File: src/rtl/mdio_master_if.sv
// rtl/mdio_master_if.sv - command/response handshake and MDIO pad signals of the MDIO master
interface mdio_master_if;
    logic        cmd_valid;
    logic        cmd_ready;
    logic        cmd_write;
    logic [4:0]  cmd_phyad;
    logic [4:0]  cmd_regad;
    logic [15:0] cmd_wdata;
    logic        rsp_valid;
    logic [15:0] rsp_rdata;
    logic        rsp_err;
    logic        mdc;
    logic        mdio_o;
    logic        mdio_oe;
    logic        mdio_i;

    modport master (
        input  cmd_valid, cmd_write, cmd_phyad, cmd_regad, cmd_wdata, mdio_i,
        output cmd_ready, rsp_valid, rsp_rdata, rsp_err, mdc, mdio_o, mdio_oe
    );

    modport slave (
        output cmd_valid, cmd_write, cmd_phyad, cmd_regad, cmd_wdata, mdio_i,
        input  cmd_ready, rsp_valid, rsp_rdata, rsp_err, mdc, mdio_o, mdio_oe
    );
endinterface

File: src/rtl/mdio_master.sv
// rtl/mdio_master.sv - clause-22 MDIO management master serialising single register commands
module mdio_master #(
    parameter int DIV_HALF = 25,
    parameter bit PRE_EN   = 1'b1
) (
    input  logic          clk125m,
    input  logic          rst,
    mdio_master_if.master bus
);

    localparam int DW = (DIV_HALF > 1) ? $clog2(DIV_HALF) : 1;
    localparam logic [DW-1:0] DIV_LAST = DW'(DIV_HALF - 1);

    typedef enum logic [3:0] {
        IDLE, PRE, ST, OP, PHYAD, REGAD, TA, DATA, DONE
    } state_t;

    state_t        state;
    state_t        state_next;
    logic [DW-1:0] div_cnt;
    logic          mdc_q;
    logic [4:0]    bit_cnt;
    logic [31:0]   tx_sr;
    logic [15:0]   rx_sr;
    logic          wr_q;
    logic          ta_err;
    logic          ready_q;
    logic [15:0]   rdata_q;
    logic          err_q;
    logic          mdio_meta;
    logic          mdio_s;

    logic busy;
    logic bit_end;
    logic rise_cycle;
    logic accept;

    // Index of the last bit of each field; bit_cnt counts down to zero.
    function automatic logic [4:0] field_last(input state_t s);
        case (s)
            PRE:          field_last = 5'd31;
            PHYAD, REGAD: field_last = 5'd4;
            DATA:         field_last = 5'd15;
            default:      field_last = 5'd1;
        endcase
    endfunction

    assign busy       = (state != IDLE) && (state != DONE);
    assign bit_end    = busy && mdc_q && (div_cnt == '0);
    // First cycle of the MDC high phase; the PHY has had the whole low phase to settle.
    assign rise_cycle = busy && mdc_q && (div_cnt == DIV_LAST);
    assign accept     = bus.cmd_valid && ready_q;

    always_ff @(posedge clk125m) begin
        if (rst) begin
            state <= IDLE;
        end else begin
            state <= state_next;
        end
    end

    always_comb begin
        state_next = state;
        case (state)
            IDLE: begin
                if (accept) begin
                    state_next = PRE_EN ? PRE : ST;
                end
            end
            DONE: state_next = IDLE;
            default: begin
                if (bit_end && (bit_cnt == 5'd0)) begin
                    case (state)
                        PRE:     state_next = ST;
                        ST:      state_next = OP;
                        OP:      state_next = PHYAD;
                        PHYAD:   state_next = REGAD;
                        REGAD:   state_next = TA;
                        TA:      state_next = DATA;
                        default: state_next = DONE;
                    endcase
                end
            end
        endcase
    end

    always_comb begin
        bus.cmd_ready = ready_q;
        bus.rsp_valid = (state == DONE);
        bus.rsp_rdata = rdata_q;
        bus.rsp_err   = err_q;
        bus.mdc       = mdc_q;
        bus.mdio_oe   = 1'b0;
        bus.mdio_o    = 1'b1;
        case (state)
            PRE: begin
                bus.mdio_oe = 1'b1;
            end
            ST, OP, PHYAD, REGAD: begin
                bus.mdio_oe = 1'b1;
                bus.mdio_o  = tx_sr[31];
            end
            TA, DATA: begin
                // Reads release the line for turnaround and data.
                if (wr_q) begin
                    bus.mdio_oe = 1'b1;
                    bus.mdio_o  = tx_sr[31];
                end
            end
            default: ;
        endcase
    end

    always_ff @(posedge clk125m) begin
        if (rst) begin
            div_cnt   <= '0;
            mdc_q     <= 1'b0;
            bit_cnt   <= 5'd0;
            tx_sr     <= '0;
            rx_sr     <= '0;
            wr_q      <= 1'b0;
            ta_err    <= 1'b0;
            ready_q   <= 1'b0;
            rdata_q   <= '0;
            err_q     <= 1'b0;
            mdio_meta <= 1'b1;
            mdio_s    <= 1'b1;
        end else begin
            mdio_meta <= bus.mdio_i;
            mdio_s    <= mdio_meta;
            ready_q   <= (state_next == IDLE);

            if (state != state_next) begin
                bit_cnt <= field_last(state_next);
            end else if (bit_end) begin
                bit_cnt <= bit_cnt - 5'd1;
            end

            if (accept) begin
                wr_q    <= bus.cmd_write;
                // Everything after the preamble: ST, OP, PHYAD, REGAD, TA, DATA.
                tx_sr   <= {2'b01, (bus.cmd_write ? 2'b01 : 2'b10), bus.cmd_phyad,
                            bus.cmd_regad, 2'b10, bus.cmd_wdata};
                div_cnt <= DIV_LAST;
                mdc_q   <= 1'b0;
            end else if (busy) begin
                if (div_cnt == '0) begin
                    div_cnt <= DIV_LAST;
                    mdc_q   <= ~mdc_q;
                end else begin
                    div_cnt <= div_cnt - DW'(1);
                end
                if (bit_end && (state != PRE)) begin
                    tx_sr <= {tx_sr[30:0], 1'b0};
                end
            end else begin
                mdc_q <= 1'b0;
            end

            if (rise_cycle && !wr_q) begin
                if ((state == TA) && (bit_cnt == 5'd0)) begin
                    ta_err <= mdio_s;
                end
                if (state == DATA) begin
                    rx_sr <= {rx_sr[14:0], mdio_s};
                end
            end

            if (bit_end && (state_next == DONE)) begin
                if (wr_q) begin
                    err_q <= 1'b0;
                end else begin
                    rdata_q <= rx_sr;
                    err_q   <= ta_err;
                end
            end
        end
    end

endmodule

File: src/flat_wrapper.sv
// flat-port wrapper written by rule: the top's interface ports become plain ports
module mdio_master_flat 
#(
    parameter int DIV_HALF = 25,
    parameter bit PRE_EN   = 1'b1
)
  (clk125m, rst, bus_cmd_valid, bus_cmd_write, bus_cmd_phyad, bus_cmd_regad, bus_cmd_wdata, bus_mdio_i, bus_cmd_ready, bus_rsp_valid, bus_rsp_rdata, bus_rsp_err, bus_mdc, bus_mdio_o, bus_mdio_oe);
  mdio_master_if bus_i ();
  input  logic clk125m;
  input  logic rst;
  input wire logic [$bits(bus_i.cmd_valid)-1:0] bus_cmd_valid;
  input wire logic [$bits(bus_i.cmd_write)-1:0] bus_cmd_write;
  input wire logic [$bits(bus_i.cmd_phyad)-1:0] bus_cmd_phyad;
  input wire logic [$bits(bus_i.cmd_regad)-1:0] bus_cmd_regad;
  input wire logic [$bits(bus_i.cmd_wdata)-1:0] bus_cmd_wdata;
  input wire logic [$bits(bus_i.mdio_i)-1:0] bus_mdio_i;
  output wire logic [$bits(bus_i.cmd_ready)-1:0] bus_cmd_ready;
  output wire logic [$bits(bus_i.rsp_valid)-1:0] bus_rsp_valid;
  output wire logic [$bits(bus_i.rsp_rdata)-1:0] bus_rsp_rdata;
  output wire logic [$bits(bus_i.rsp_err)-1:0] bus_rsp_err;
  output wire logic [$bits(bus_i.mdc)-1:0] bus_mdc;
  output wire logic [$bits(bus_i.mdio_o)-1:0] bus_mdio_o;
  output wire logic [$bits(bus_i.mdio_oe)-1:0] bus_mdio_oe;
  assign bus_i.cmd_valid = bus_cmd_valid;
  assign bus_i.cmd_write = bus_cmd_write;
  assign bus_i.cmd_phyad = bus_cmd_phyad;
  assign bus_i.cmd_regad = bus_cmd_regad;
  assign bus_i.cmd_wdata = bus_cmd_wdata;
  assign bus_i.mdio_i = bus_mdio_i;
  assign bus_cmd_ready = bus_i.cmd_ready;
  assign bus_rsp_valid = bus_i.rsp_valid;
  assign bus_rsp_rdata = bus_i.rsp_rdata;
  assign bus_rsp_err = bus_i.rsp_err;
  assign bus_mdc = bus_i.mdc;
  assign bus_mdio_o = bus_i.mdio_o;
  assign bus_mdio_oe = bus_i.mdio_oe;
  mdio_master #(.DIV_HALF(DIV_HALF), .PRE_EN(PRE_EN)) u_core (.clk125m(clk125m), .rst(rst), .bus(bus_i));
endmodule
File: config.mk
export PLATFORM = sky130hd
export DESIGN_NAME = mdio_master_flat
export DESIGN_NICKNAME = d
export VERILOG_FILES = /design/src/rtl/mdio_master_if.sv /design/src/rtl/mdio_master.sv /design/src/flat_wrapper.sv
export SDC_FILE = /design/constraint.sdc
export NUM_CORES = 1
export LEC_CHECK = 0
export BUFFER_PORTS_ARGS = -buffer_cell sky130_fd_sc_hd__buf_2
export CORE_UTILIZATION = 40
export CTS_CLUSTER_SIZE = 14
export DETAILED_ROUTE_END_ITERATION = 12
export GPL_TIMING_DRIVEN = 0
export SETUP_SLACK_MARGIN = 0.5
export SYNTH_ARGS = -nofsm -noshare
export SYNTH_HDL_FRONTEND = slang
export SYNTH_SLANG_ARGS = --single-unit
export TNS_END_PERCENT = 10
File: constraint.sdc
create_clock -name clk125m -period 1.8 [get_ports clk125m]
set_clock_uncertainty 0.05 [all_clocks]
set_input_delay 0 -clock clk125m [delete_from_list [all_inputs] [get_ports clk125m]]
set_output_delay 0 -clock clk125m [all_outputs]
set_load 0.01 [all_outputs]
==> results.txt, run 1 <==
net count after synthesis - 451
RSZ-0062 raised after global routing - yes
crit-path max cell delay - 0.39 ns
antenna diode instance count - 0
Final Hold Viols - 0
# IOs - 53
row cnt - 35
largest net degree at the start of global routing - 16
Util after Layout - 0.556
Die Span X - 101 um
Via density - 5.12
Setup-failing EPs final - 2
dominant synthesized flop cell - dfxtp_1
fmax - 0.545 GHz
H-tree depth - 3
Placeable Area - 0.00942 sq mm
DRC - 0
pwr dens - 756 mW/mm^2
CP Capture Type - register
min cycle time layout - 1.83 ns
sequential fraction of the synthesis area - 0.430
PortBufs - 51
CP Cell Sequence - inv_2 -> ha_4 -> nor4b_4 -> nand4_4 -> buf_6 -> or4_1 -> a21oi_1
CTS tree - done
failing checks - negative setup slack
Worst-path clk slew - 0.08 ns
number of routed nets with antenna violations - 0
yosys warns - 0
CTS Buf Count - 9
layout cells sized above 1 - 0.274
Max Cap Viol - 0
CP max stage cell - or4_1
P_leak - 0.00187 uW
post-DR wirelength/cell - 13.9 um
flops & latches, synth - 85
DRT iter0 DRCs - 212
Fill cells - 871
Worst Hold Class - input pin to register
fin crit share - 1.02
library cells used by synthesis - 55
Root Driver - clkbuf_8
initial antenna violation count - 0
Initial Util - 0.420
maximum vdd ir drop - 0.000422 V
setup ws final - -0.0347 ns
post-detail-place hpwl - 6.07 mm
CP Data Required Time - 2.03 ns
global route overflow - 0
final layout net count - 560
Rel. slew slack - 0.646
drt total wl - 9.15 mm
CTS Buffer Depth - 2
Die Y-Extent - 101 um
Worst Path Class, Setup - register to register
Mean Syn Cell Area - 9.51 sq um
drt pass-1 iters - 4
Crit path arrival time - 2.06 ns
GPL Wtd Cong - 0.853
total global-route track usage - 0.186
clock latency on the worst-skew pair - 0.36 ns
Sink Count - 85
Post-synth ARST share - 0
first-pass GRT wire length - 15.0 mm
Die ar. - 0.0103 sq mm
Post-synth EDFFs - 0
cell area after synthesis - 0.00396 sq mm
vias after detailed routing - 3,371
Worst Max-Slew Pin Slew - 0.531 ns
max-slew violation count - 0
vias in the first global route - 3,226
status - finished, violations left
Gate Count Post-Synth - 416
total power - 3960 uW
Worst setup SP type - register
Area Growth Syn to Fin - 32.3%
crit-path max FO - 5
[cells in the mapped netlist (2+ instances only)]
master,n,area share
nor3_4,2,0.0082
nor3_1,7,0.0089
buf_4,4,0.0076
or4b_1,2,0.0051
nand3b_1,2,0.0038
nor2_1,58,0.055
or3_1,3,0.0047
xnor2_1,3,0.0066
mux2i_1,63,0.16
o21ai_0,10,0.013
nand2_1,9,0.0085
nor3_2,2,0.0051
a2111oi_0,2,0.0044
buf_2,6,0.0076
or4_1,2,0.0038
nand4_1,4,0.0063
inv_1,6,0.0057
ha_1,4,0.013
nor4_1,2,0.0032
and2_1,2,0.0032
a211oi_1,29,0.055
dfxtp_1,85,0.43
nor2b_1,2,0.0032
a21oi_1,11,0.014
nand3_1,5,0.0063
a31oi_1,8,0.013
or2_2,2,0.0032
nand2b_1,35,0.055
clkbuf_1,20,0.019
[worst max-delay path, delay by kind of cell, from the launching register on]
family          cells  cell delay, ns
fa+ha+maj           1            0.14
flops               1            0.34
simple gates        3            0.88
compound gates      1            0.13
buf+inv             2            0.24
[cells in the final DEF (no fill, tap or decap), types with 4 or more instances in the layout]
| cell | Yosys | routed |
|---|---|---|
| nor2_1 | 58 | 56 |
| buf_4 | 4 | 14 |
| nor3_1 | 7 | 7 |
| dlygate4sd3_1 | 0 | 28 |
| a211oi_1 | 29 | 25 |
| nand4_1 | 4 | 4 |
| o21ai_0 | 10 | 8 |
| nor3_4 | 2 | 4 |
| nand3_1 | 5 | 5 |
| a21oi_1 | 11 | 11 |
| nand2b_1 | 35 | 34 |
| mux2i_1 | 63 | 62 |
| nand2_1 | 9 | 9 |
| a31oi_1 | 8 | 8 |
| buf_2 | 6 | 51 |
| buf_6 | 1 | 15 |
| clkbuf_1 | 20 | 15 |
| dfxtp_1 | 85 | 78 |
| clkbuf_8 | 0 | 11 |
| dfxtp_2 | 0 | 7 |
[sequential cells by signal, summed over array words and instances (netlist names)]
name	flops
u_core.rx_sr	16
u_core.tx_sr	32
u_core.bus.rsp_rdata	16
u_core.state	4
u_core.bus.cmd_ready	1
u_core.bus.rsp_err	1
u_core.mdio_meta	1
u_core.ta_err	1
u_core.bus.mdc	1
u_core.bit_cnt	5
u_core.wr_q	1
u_core.mdio_s	1
u_core.div_cnt	5
[repair_timing]
action	CTS	global route
pin swaps	8	21
buffers inserted	9	8
resized for setup	39	25
hold buffers	28	0
setup endpoints to repair	86	86
cloned	1	1
hold endpoints to repair	30	0
[report_power, final]
part | total (uW) | switching, uW | internal [uW]
Sequential | 2030 | 67.9 | 1960
Clock | 1340 | 744 | 592
Combinational | 589 | 297 | 292
Total | 3960 | 1110 | 2850
[cell type report]
cell class                      instances  area (sq um)  share of cell area
Multi-Input combinational cell        293          2220               0.425
Sequential cell                        85          1710               0.327
Timing Repair Buffer                   98           707               0.135
Buffer                                 32           211              0.0404
Tap cell                              129           161              0.0308
Clock buffer                           11           151              0.0289
Clock inverter                          5          42.5             0.00813
Inverter                                6          25.0             0.00478
[logic make-up (layout without fill, tap and decap cells)]
logic type,count (synthesis),after routing,share of synthesized area
flops,85,85,0.430
mux,64,64,0.162
xor+xnor,3,3,0.00664
fa+ha+maj,4,4,0.0127
simple gates,150,150,0.220
buf+inv,38,152,0.0437
compound gates,72,72,0.124
[worst paths after layout]
kind                                       start                              end  slack, ns  depth (start not counted)
hold reg to reg      u_core.mdio_meta$_SDFF_PP1_         u_core.mdio_s$_SDFF_PP1_       0.36                          1
hold / removal                     bus_cmd_valid  u_core.bus.cmd_ready$_SDFF_PP0_       0.06                          3
setup / recovery  u_core.bit_cnt[1]$_SDFFE_PP0P_       u_core.state[2]$_SDFF_PP0_      -0.03                          7
setup reg to reg  u_core.bit_cnt[1]$_SDFFE_PP0P_       u_core.state[2]$_SDFF_PP0_      -0.03                          7
[through the flow]
step / setup TNS [ns] / cells / instance area, sq um / worst slack (ns) / hold slack, ns
after floorplan: -0.493 / 416 / 3990 / -0.0493 / 0.0538
after global placement: -7.41 / 596 / 4410 / -0.336 / 0.158
after detailed placement: -7.87 / 596 / 4410 / -0.311 / 0.169
after CTS: -0.191 / 650 / 5080 / -0.0329 / 0.0427
after global routing: -2.10 / 659 / 5230 / -0.145 / 0.0795
final: -0.0368 / 659 / 5230 / -0.0347 / 0.0642
[routing by layer]
metal  up-vias  GRT usage  share of wire
met5         -          0              0
met4         0     0.0847          0.017
met3        13     0.0317          0.033
met2        72      0.312           0.48
met1      1591      0.235           0.47
li1       1695          -              -
No activity file was read; power rests on OpenSTA's default activity.
==> inputs of run 2 (changes only) <==
TNS_END_PERCENT = 1   (was 10)
==> results.txt, run 2 (synthesized netlist as in run 1, its figures left out) <==
status - finished, violations left (unchanged)
failing checks - negative setup slack (unchanged)
TNS Setup - -0.0519 ns (was -0.0368 ns)
Worst Hold Class - input pin to register (unchanged)
Area Growth Syn to Fin - 29.7% (was 32.3%)
Worst-path clk slew - 0.10 ns (was 0.08 ns)
max-slew violation count - 0 (unchanged)
Worst setup startpoint - u_core.bit_cnt[1]$_SDFFE_PP0P_ (unchanged)
RSZ-0062 raised after global routing - yes (unchanged)
total power - 4040 uW (was 3960 uW)
Initial Util - 0.420 (unchanged)
min cycle time layout - 1.83 ns (about the same)
global route overflow - 0 (unchanged)
number of routed nets with antenna violations - 0 (unchanged)
Worst setup SP type - register (unchanged)
CTS tree - done (unchanged)
crit-path max FO - 3 (was 5)
vias in the first global route - 3,230 (was 3,226)
Die ar. - 0.0103 sq mm (unchanged)
first-pass GRT wire length - 15.2 mm (was 15.0 mm)
Via density - 5.12 (about the same)
reg2reg start - u_core.bit_cnt[1]$_SDFFE_PP0P_ (unchanged)
Max Cap Viol - 0 (unchanged)
CTS Buf Count - 9 (unchanged)
setup ws final - -0.0272 ns (was -0.0347 ns)
final layout net count - 547 (was 560)
Die Y-Extent - 101 um (unchanged)
Min-Delay Startpoint - bus_cmd_valid (unchanged)
Worst Max-Slew Pin Slew - 0.521 ns (was 0.531 ns)
CP Data Required Time - 2.05 ns (was 2.03 ns)
initial antenna violation count - 0 (unchanged)
vias after detailed routing - 3,309 (was 3,371)
most frequent cells in the layout - dfxtp_1, mux2i_1, nor2_1 (unchanged)
post-detail-place hpwl - 6.05 mm (was 6.07 mm)
total global-route track usage - 0.187 (was 0.186)
DRC - 0 (unchanged)
largest net degree at the start of global routing - 18 (was 16)
PortBufs - 51 (unchanged)
drt total wl - 9.02 mm (was 9.15 mm)
Sink Count - 85 (unchanged)
Die Span X - 101 um (unchanged)
Crit path arrival time - 2.07 ns (was 2.06 ns)
GPL Wtd Cong - 0.842 (was 0.853)
Final Hold Viols - 0 (unchanged)
post-DR wirelength/cell - 14.0 um (was 13.9 um)
# IOs - 53 (unchanged)
Min-Delay Path Depth - 3 (unchanged)
antenna diode instance count - 0 (unchanged)
drt pass-1 iters - 4 (unchanged)
DRT iter0 DRCs - 131 (was 212)
Rel. slew slack - 0.651 (was 0.646)
Reg2Reg Depth - 6 (was 7)
Largest Register - u_core.tx_sr (unchanged)
fin crit share - 1.02 (about the same)
CTS Buffer Depth - 2 (unchanged)
fmax - 0.547 GHz (was 0.545 GHz)
final hold slack - 0.0954 ns (was 0.0642 ns)
most common cell after layout, fill and taps aside - dfxtp_1 (unchanged)
Root Driver - clkbuf_8 (unchanged)
CP Capture Type - register (unchanged)
Largest register FFs - 32 (unchanged)
Placeable Area - 0.00942 sq mm (unchanged)
row cnt - 35 (unchanged)
layout cells sized above 1 - 0.240 (was 0.274)
Worst Path Class, Setup - register to register (unchanged)
H-tree depth - 3 (unchanged)
maximum vdd ir drop - 0.000528 V (was 0.000422 V)
clock latency on the worst-skew pair - 0.36 ns (about the same)
Setup-failing EPs final - 3 (was 2)
P_leak - 0.00182 uW (was 0.00187 uW)
pwr dens - 788 mW/mm^2 (was 756 mW/mm^2)
## run 2: path summary, 6_finish.rpt
check	endpoint	slack, ns
worst max-delay path	u_core.bus.rsp_err$_SDFFE_PP0P_	-0.03
worst min-delay path	u_core.bus.cmd_ready$_SDFF_PP0_	0.1
worst max register to register	u_core.bus.rsp_err$_SDFFE_PP0P_	-0.03
worst min register to register	u_core.mdio_s$_SDFF_PP1_	0.35
## run 2: area by class of cell
cell class / count / area, sq um
multi-input cells: 293 / 2200
plain buffers: 32 / 238
fillers: 867 / 4290
clock buffers: 9 / 124
repair buffers: 85 / 588
well taps: 129 / 161
clock inverters: 7 / 87.6
inverters: 6 / 22.5
flip-flops and latches: 85 / 1710
## run 2: worst max-delay path, cell delays in order (launching register included)
cell and delay [ns]:
dfxtp_2 0.34, inv_2 0.08, ha_4 0.14, nor4b_4 0.31
nand3_1 0.20, or4_1 0.50, a21oi_1 0.14
## run 2: layer usage
layer / wire (um) / up-vias / track usage
li1: - / 1683 / -
met3: 333 / 10 / 0.0345
met2: 4280 / 73 / 0.310
met5: 0 / - / 0
met4: 119 / 0 / 0.0680
met1: 4290 / 1543 / 0.244
## run 2: per-stage QoR
stage / cell area (sq um) / worst slack (ns) / std cells / utilization
floorplan: 3980 / -0.0493 / 416 / -
global placement: 4400 / -0.342 / 596 / 0.467
detailed placement: 4400 / -0.370 / 596 / 0.467
CTS: 5100 / -0.0242 / 645 / 0.541
global route: 5130 / -0.114 / 646 / 0.545
finish: 5130 / -0.0272 / 646 / 0.545
## run 2: timing repair
| item | in CTS | in global routing |
|---|---|---|
| resized for setup | 46 | 9 |
| endpoints found under the setup margin | 86 | 86 |
| hold buffers | 28 | 0 |
| endpoints found under the hold margin | 30 | 0 |
| buffers inserted | 5 | 1 |
| pin swaps | 38 | 5 |
## run 2: report_power, final
group | switching (uW) | leakage [uW] | internal [uW]
Combinational | 288 | 0.00102 | 274
Sequential | 68.5 | 0.000694 | 1960
Clock | 773 | 0.000102 | 675
==> inputs of run 3 (changes only) <==
MAX_ROUTING_LAYER = met4   (was unset)
clock period = 1.5 ns   (was 1.8 ns; I/O delays follow)
==> results.txt, run 3 (synthesized netlist as in run 1, its figures left out) <==
Worst-path clk slew - 0.10 ns (about the same)
DRT iter0 DRCs - 127 (was 131)
final layout net count - 546 (was 547)
min cycle time layout - 1.84 ns (was 1.83 ns)
max-slew violation count - 0 (unchanged)
largest net degree at the start of global routing - 18 (unchanged)
Area Growth Syn to Fin - 30.7% (was 29.7%)
most common cell after layout, fill and taps aside - dfxtp_1 (unchanged)
Top delay family on crit path - simple AND/OR/NAND/NOR gates (unchanged)
post-DR wirelength/cell - 14.1 um (was 14.0 um)
most frequent cells in the layout - dfxtp_1, mux2i_1, nor2_1 (unchanged)
Clk pwr share - 0.358 (about the same)
Largest Register - u_core.tx_sr (unchanged)
Die ar. - 0.0103 sq mm (unchanged)
H-tree depth - 3 (unchanged)
Worst Path Class, Setup - register to register (unchanged)
post-detail-place hpwl - 6.05 mm (unchanged)
switch share - 0.280 (was 0.279)
crit-path max FO - 4 (was 3)
Die Y-Extent - 101 um (unchanged)
drt total wl - 9.07 mm (was 9.02 mm)
antenna diode instance count - 0 (unchanged)
setup ws final - -0.338 ns (was -0.0272 ns)
Comb power frac - 0.141 (was 0.139)
number of routed nets with antenna violations - 0 (unchanged)
maximum vdd ir drop - 0.000616 V (was 0.000528 V)
Buffers & Inverters on Critical Path - 1 (unchanged)
Worst setup SP type - register (unchanged)
Crit path arrival time - 2.07 ns (about the same)
DRC - 0 (unchanged)
crit-path max cell delay - 0.51 ns (was 0.50 ns)
RSZ-0062 raised after global routing - yes (unchanged)
P_leak - 0.00182 uW (about the same)
Finished Layout Cells - 645 (was 646)
CTS Buffer Depth - 2 (unchanged)
CP Data Required Time - 1.74 ns (was 2.05 ns)
drt pass-1 iters - 4 (unchanged)
status - finished, violations left (unchanged)
GPL Wtd Cong - 0.855 (was 0.842)
Switch Pwr - 1360 uW (was 1130 uW)
row cnt - 35 (unchanged)
stages on the worst setup path - 6 (unchanged)
Setup-failing EPs final - 81 (was 3)
pwr dens - 940 mW/mm^2 (was 788 mW/mm^2)
internal power - 3500 uW (was 2910 uW)
CP max stage cell - or4_1 (unchanged)
total global-route track usage - 0.191 (was 0.187)
vias after detailed routing - 3,303 (was 3,309)
Post-Layout Inst Area - 0.00517 sq mm (was 0.00513 sq mm)
initial antenna violation count - 0 (unchanged)
Sink Count - 85 (unchanged)
Initial Util - 0.420 (unchanged)
first-pass GRT wire length - 15.2 mm (about the same)
fmax - 0.544 GHz (was 0.547 GHz)
Reg2Reg Depth - 6 (unchanged)
Root Driver - clkbuf_8 (unchanged)
Fill cells - 857 (was 867)
vias in the first global route - 3,196 (was 3,230)
Largest register FFs - 32 (unchanged)
Max Cap Viol - 0 (unchanged)
CP Capture Type - register (unchanged)
Min-Delay Path Depth - 3 (unchanged)
Util after Layout - 0.549 (was 0.545)
Rel. slew slack - 0.651 (about the same)
fin crit share - 1.23 (was 1.02)
failing checks - negative setup slack (unchanged)
CP Cell Sequence - inv_2 -> ha_4 -> nor4b_4 -> nand3_1 -> or4_1 -> a21oi_1 (unchanged)
CTS tree - done (unchanged)
dpl cell area - 0.00440 sq mm (unchanged)
Worst Hold Class - input pin to register (unchanged)
Worst Max-Slew Pin Slew - 0.523 ns (was 0.521 ns)
Via density - 5.12 (about the same)
layout cells sized above 1 - 0.250 (was 0.240)
Placeable Area - 0.00942 sq mm (unchanged)
CTS Buf Count - 9 (unchanged)
PortBufs - 51 (unchanged)
# IOs - 53 (unchanged)
Reg power frac - 0.501 (was 0.503)
Die Span X - 101 um (unchanged)
Post-Place Cells - 596 (unchanged)
Place WS - -0.670 ns (was -0.370 ns)
clock latency on the worst-skew pair - 0.35 ns (was 0.36 ns)
global route overflow - 0 (unchanged)
total power - 4860 uW (was 4040 uW)
Final Hold Viols - 0 (unchanged)
-- run 3: cell count changes in the layout (fill, tap and decap cells not counted), moves of 2 or more --
| cell | delta |
|---|---|
| clkbuf_1 | -2 |
| buf_2 | -2 |
| dfxtp_1 | -2 |
| nand3_1 | +3 |
| buf_6 | +2 |
| nand3_2 | -3 |
| clkbuf_8 | +3 |
-- run 3: power groups by stage --
stage	Sequential [uW]	Clock, uW	Combinational, uW
floorplan	2460	0	396
global placement	2480	0	538
detailed placement	2480	0	546
CTS	2430	1780	659
global route	2450	1890	752
finish	2430	1740	686
-- run 3: per-layer routing --
layer  routed length, um  GRT usage  up-vias
met1                4400      0.243     1543
met2                4300      0.310       75
met3                 292     0.0304        7
met4                  73     0.0569        0
met5                   0          -        -
li1                    -          -     1678
-- run 3: worst paths after layout --
kind	startpoint	to	slack (ns)
setup / recovery	u_core.bit_cnt[0]$_SDFFE_PP0P_	u_core.bus.rsp_err$_SDFFE_PP0P_	-0.34
hold / removal	bus_cmd_valid	u_core.bus.cmd_ready$_SDFF_PP0_	0.09
setup reg to reg	u_core.bit_cnt[0]$_SDFFE_PP0P_	u_core.bus.rsp_err$_SDFFE_PP0P_	-0.34
hold reg to reg	u_core.mdio_meta$_SDFF_PP1_	u_core.mdio_s$_SDFF_PP1_	0.35
-- run 3: final cells by class --
class | instances | area (sq um) | area share
well taps | 129 | 161 | 0.0312
multi-input cells | 293 | 2210 | 0.427
repair buffers | 84 | 583 | 0.113
clock inverters | 7 | 87.6 | 0.0169
clock buffers | 9 | 124 | 0.0240
inverters | 6 | 25.0 | 0.00484
flip-flops and latches | 85 | 1710 | 0.331
plain buffers | 32 | 269 | 0.0520
-- run 3: through the flow --
stage          hold slack (ns)  setup TNS (ns)
6_report                0.0949          -15.70
5_1_grt                 0.0916          -23.79
4_1_cts                 0.0789          -18.92
3_5_place_dp             0.146          -33.25
3_3_place_gp             0.136          -31.91
2_1_floorplan           0.0538          -13.54
-- run 3: timing repair --
item | in CTS | in global routing
hold buffers | 28 | 0
endpoints found under the hold margin | 30 | 0
gates resized for setup | 54 | 18
pin swaps | 39 | 6
setup buffers | 5 | 0
endpoints found under the setup margin | 87 | 87
-- run 3: tightest hold or removal path: stages --
cell and delay, ns:
buf_2 0.12, and2_1 0.23, a211oi_1 0.10
